===== src/rtl/pc_control_fsm.sv =====
// Multi-cycle fetch/decode/execute controller that drives the external PC's sel/jumpDir inputs
// and strobes the accumulator/ALU. Every instruction takes three clocks; HALT is absorbing.
module pc_control_fsm #(
  parameter int unsigned N = 4
) (
  input  logic         clk,
  input  logic         rst,
  input  logic         run,
  input  logic [N+3:0] instr_i,
  input  logic         zero_i,
  output logic [1:0]   sel,
  output logic [N-1:0] jumpDir,
  output logic [N+3:0] ir_o,
  output logic [1:0]   alu_op,
  output logic [N-1:0] imm,
  output logic         acc_we,
  output logic         halted,
  output logic         illegal,
  output logic [7:0]   retired
);

  typedef enum logic [1:0] {
    StFetch  = 2'b00,
    StDecode = 2'b01,
    StExec   = 2'b10,
    StHalt   = 2'b11
  } state_e;

  localparam logic [3:0] OpNop  = 4'h0;
  localparam logic [3:0] OpLdi  = 4'h1;
  localparam logic [3:0] OpAdd  = 4'h2;
  localparam logic [3:0] OpSub  = 4'h3;
  localparam logic [3:0] OpJmp  = 4'h4;
  localparam logic [3:0] OpJz   = 4'h5;
  localparam logic [3:0] OpJnz  = 4'h6;
  localparam logic [3:0] OpHalt = 4'hF;

  localparam logic [1:0] SelHold  = 2'b00;
  localparam logic [1:0] SelInc   = 2'b01;
  localparam logic [1:0] SelJump  = 2'b10;
  localparam logic [1:0] SelClear = 2'b11;

  state_e         state_q, state_d;
  logic [N+3:0]   ir_q, ir_d;
  logic           zf_q, zf_d;
  logic           halted_q, halted_d;
  logic           illegal_q, illegal_d;
  logic [7:0]     retired_q, retired_d;

  logic [3:0]     opcode;
  logic           op_halt;
  logic           op_illegal;

  assign opcode     = ir_q[N+3:N];
  assign op_halt    = (opcode == OpHalt);
  assign op_illegal = (opcode >= 4'h7) && (opcode <= 4'hE);

  always_ff @(posedge clk or posedge rst) begin
    if (rst) begin
      state_q   <= StFetch;
      ir_q      <= '0;
      zf_q      <= 1'b0;
      halted_q  <= 1'b0;
      illegal_q <= 1'b0;
      retired_q <= 8'd0;
    end else begin
      state_q   <= state_d;
      ir_q      <= ir_d;
      zf_q      <= zf_d;
      halted_q  <= halted_d;
      illegal_q <= illegal_d;
      retired_q <= retired_d;
    end
  end

  always_comb begin
    state_d   = state_q;
    ir_d      = ir_q;
    zf_d      = zf_q;
    halted_d  = halted_q;
    illegal_d = illegal_q;
    retired_d = retired_q;
    unique case (state_q)
      StFetch: begin
        if (run) begin
          ir_d    = instr_i;
          state_d = StDecode;
        end
      end
      StDecode: begin
        // Flag is frozen here so jumps see the result of the previous instruction.
        zf_d    = zero_i;
        state_d = StExec;
      end
      StExec: begin
        retired_d = retired_q + 8'd1;
        if (op_halt) begin
          halted_d = 1'b1;
          state_d  = StHalt;
        end else begin
          if (op_illegal) illegal_d = 1'b1;
          state_d = StFetch;
        end
      end
      StHalt: state_d = StHalt;
    endcase
  end

  always_comb begin
    sel    = SelHold;
    acc_we = 1'b0;
    alu_op = 2'b00;
    if (rst) begin
      sel = SelClear;
    end else if (state_q == StExec) begin
      case (opcode)
        OpNop: sel = SelInc;
        OpLdi: begin
          sel    = SelInc;
          acc_we = 1'b1;
          alu_op = 2'b00;
        end
        OpAdd: begin
          sel    = SelInc;
          acc_we = 1'b1;
          alu_op = 2'b01;
        end
        OpSub: begin
          sel    = SelInc;
          acc_we = 1'b1;
          alu_op = 2'b10;
        end
        OpJmp:  sel = SelJump;
        OpJz:   sel = zf_q ? SelJump : SelInc;
        OpJnz:  sel = zf_q ? SelInc : SelJump;
        OpHalt: sel = SelHold;
        default: sel = SelInc;
      endcase
    end
  end

  assign jumpDir = ir_q[N-1:0];
  assign imm     = ir_q[N-1:0];
  assign ir_o    = ir_q;
  assign halted  = halted_q;
  assign illegal = illegal_q;
  assign retired = retired_q;

endmodule

===== config.mk =====
export PLATFORM = sky130hd
export DESIGN_NAME = pc_control_fsm
export DESIGN_NICKNAME = d
export VERILOG_FILES = /design/src/rtl/pc_control_fsm.sv
export SDC_FILE = /design/constraint.sdc
export NUM_CORES = 1
export LEC_CHECK = 0
export CAP_MARGIN = 20
export CELL_PAD_IN_SITES_DETAIL_PLACEMENT = 0
export CELL_PAD_IN_SITES_GLOBAL_PLACEMENT = 1
export CORE_MARGIN = 5
export CORE_UTILIZATION = 28
export CTS_CLUSTER_DIAMETER = 80
export DETAILED_ROUTE_END_ITERATION = 7
export GPL_TIMING_DRIVEN = 0
export PLACE_DENSITY_LB_ADDON = 0.05
export SYNTH_ARGS = -nofsm -noshare
export SYNTH_HDL_FRONTEND = slang
export SYNTH_SLANG_ARGS = --single-unit

===== constraint.sdc =====
create_clock -name clk -period 1.53 [get_ports clk]
set_input_delay 0.306 -clock clk [delete_from_list [all_inputs] [get_ports clk]]
set_output_delay 0.306 -clock clk [all_outputs]
set_load 0.05 [all_outputs]

==> impl_metrics.ini <==
[route]
vias = 798
drc = 0
wire_per_inst_um = 13.2
viasPerCell = 4.36
postRouteWirelength_um = 2420
drt_first_pass_iters = 4
dr.first_iter.drc_count = 21
ant_nets = 0

[sta]
worst_clock_skew_ps = 7.03
holdWs_ps = 151
period_share = 1.34
rsz0062_at_grt = yes
hold_viol = 0
period_minus_slack_ps = 2040
slew_headroom = 0.630
fin_tns_setup_ps = -1690
worst_slew_pin_slew_ps = 551
fmax_ghz = 0.489
finalSetupViolCount = 6
drv_slew = 0
fin_ws_ps = -514

[worst_setup_path]
rr_startpoint = state_q[0]
critPathMaxFanout = 3
worst-endpoint-arrival_ps = 1740
worstReg2RegEnd = ir_o[6]
start_kind = flip-flop
path_class = reg -> out
end_kind = primary output
worst_ep_required_time_ps = 1220
reg2reg_slack_ps = 120
r2r_cells = 4

[clock_tree]
htreeDepth = 1
cts_root_buffer = clkbuf_4
clk_pin_slew_ps = 120
cts_tree = built
clockBufferDepth = 2
cts.sinks = 21
clock_latency_ps = 310
cts_hold_buf = 0
cts_inserted_buffers = 3

[global_route]
grt_pass1_wl_um = 4140
grt_pass1_vias = 831
antenna_found_initial = 0
globalRouteOverflowTotal = 0
track_usage = 0.106
grt_max_degree = 13

[synth]
synth_cell_types = 24
synth_nets = 95
netlist_area_um2 = 1000
synthCells = 82
synth_area_leaders = dfrtp_1, mux2_2, xnor2_1
synth_area_leader_cell = dfrtp_1
syn_area_per_cell_um2 = 12.2
seq_area_frac_synth = 0.524
synth-seq-cells = 21
yosysTopAreaCellShare = 0.524
synth_warnings = 0

[place]
port-buffer-count = 42
gp_congestion = 0.696
place_inst = 170
dp_hpwl_um = 1630

[job]
maxCapViolCount = 0

[layout]
diodes = 0
final_nets = 151
finalNonFillerCells = 183
area_growth_pct = 58.1
drive_above_1_share = 0.569
fillCellCount = 334

[die]
coreArea_um2 = 3390
fp.dieH_um = 69.8
dieWidth_um = 69.8
initial_utilization = 0.296
ios = 43
dieArea_um2 = 4880
num_rows = 21

[run_status]
violations = setup timing
outcome = complete, but fails checks

[min_path]
hold_path.class = in -> async
## cells in the mapped netlist
cell	instances
a21o_1	4
and3_1	2
and4_1	2
buf_2	1
buf_4	8
dfrtp_1	21
ha_1	1
inv_1	1
mux2_2	9
mux2i_1	1
nand2_1	6
nand2b_1	2
nand2b_4	1
nand3_1	1
nand3b_1	1
nand4_1	3
nor2_1	4
nor2b_1	1
nor3b_2	1
nor3b_4	1
o21ai_0	2
or4_4	1
xnor2_1	7
xor2_1	1
## metal layers
layer | wire length (um) | global-route usage | part of all wire | vias to the layer above
met1 | 1150 | 0.135 | 0.48 | 371
met3 | 169 | 0.0464 | 0.070 | 2
met4 | 18 | 0.0319 | 0.0074 | 0
li1 | - | - | - | 393
met5 | 0 | 0 | 0 | -
met2 | 1080 | 0.161 | 0.45 | 32
## kinds of logic (layout without fill, tap and decap cells)
kind of cell / Yosys count / in the layout / synth area share
XOR/XNOR: 8 / 8 / 0.0699
buffers and inverters: 10 / 65 / 0.0687
multiplexers: 10 / 10 / 0.111
AO/OA/AOI/OAI: 6 / 6 / 0.0400
flip-flops: 21 / 21 / 0.524
AND/OR/NAND/NOR: 26 / 26 / 0.174
adder cells (fa/ha/maj): 1 / 1 / 0.0125
## per-stage QoR
| step | utilization | worst slack (ps) | area (um2) |
|---|---|---|---|
| finish | 0.467 | -514 | 1580 |
| global placement | 0.443 | -1120 | 1500 |
| CTS | 0.482 | -541 | 1630 |
| global route | 0.467 | -613 | 1580 |
| floorplan | - | -377 | 1020 |
| detailed placement | 0.443 | -1130 | 1500 |
## cell type report
class / instances / area [um2] / share of cell area
well taps: 46 / 57.6 / 0.0363
inverters: 1 / 7.51 / 0.00474
flip-flops and latches: 21 / 533 / 0.336
clock inverters: 1 / 5.00 / 0.00316
repair inverters: 1 / 5.00 / 0.00316
plain buffers: 9 / 65.1 / 0.0411
multi-input cells: 51 / 432 / 0.273
repair buffers: 50 / 457 / 0.288
clock buffers: 3 / 22.5 / 0.0142
## how the worst max path moves through the flow
stage                from         to  slack, ps  cells past startpoint
2_1_floorplan     ir_o[6]  alu_op[0]       -380                      2
3_3_place_gp          rst  alu_op[0]      -1120                      4
3_5_place_dp          rst  alu_op[0]      -1130                      4
4_1_cts        state_q[0]  alu_op[0]       -540                      4
5_1_grt        state_q[0]  alu_op[0]       -610                      4
6_report       state_q[0]  alu_op[0]       -510                      4
## sequential cells by signal (all words and copies together) (netlist names)
signal / flops
halted: 1
illegal: 1
ir_o: 8
retired: 8
state_q: 2
zf_q: 1
## placed cells by master, fill, tap and decap left out, drive strengths merged
| cell type | instances |
|---|---|
| a21o | 4 |
| and3 | 2 |
| and4 | 2 |
| buf | 31 |
| clkbuf | 5 |
| clkdlybuf4s15 | 15 |
| clkdlybuf4s50 | 10 |
| clkinv | 1 |
| clkinvlp | 2 |
| dfrtp | 21 |
| dlygate4sd2 | 1 |
| ha | 1 |
| mux2 | 9 |
| mux2i | 1 |
| nand2 | 6 |
| nand2b | 3 |
| nand3 | 1 |
| nand3b | 1 |
| nand4 | 3 |
| nor2 | 4 |
| nor2b | 1 |
| nor3b | 2 |
| o21ai | 2 |
| or4 | 1 |
| xnor2 | 7 |
| xor2 | 1 |
## repair_timing
| item | CTS | global route |
|---|---|---|
| buffers inserted | 7 | 1 |
| gates resized for setup | 120 | 19 |
| gates cloned | 1 | 0 |
| endpoints found under the setup margin | 39 | 15 |
| pin swaps | 4 | 2 |
## critical path: stages, from the launching register on
cell,delay [ps]
dfrtp_2,430
nand2b_4,150
or4_4,470
nor3b_4,200
buf_6,180
Power is left out: the tool's default activity adds up to more than one toggle a clock period on the data nets, which glitch-free logic cannot reach.
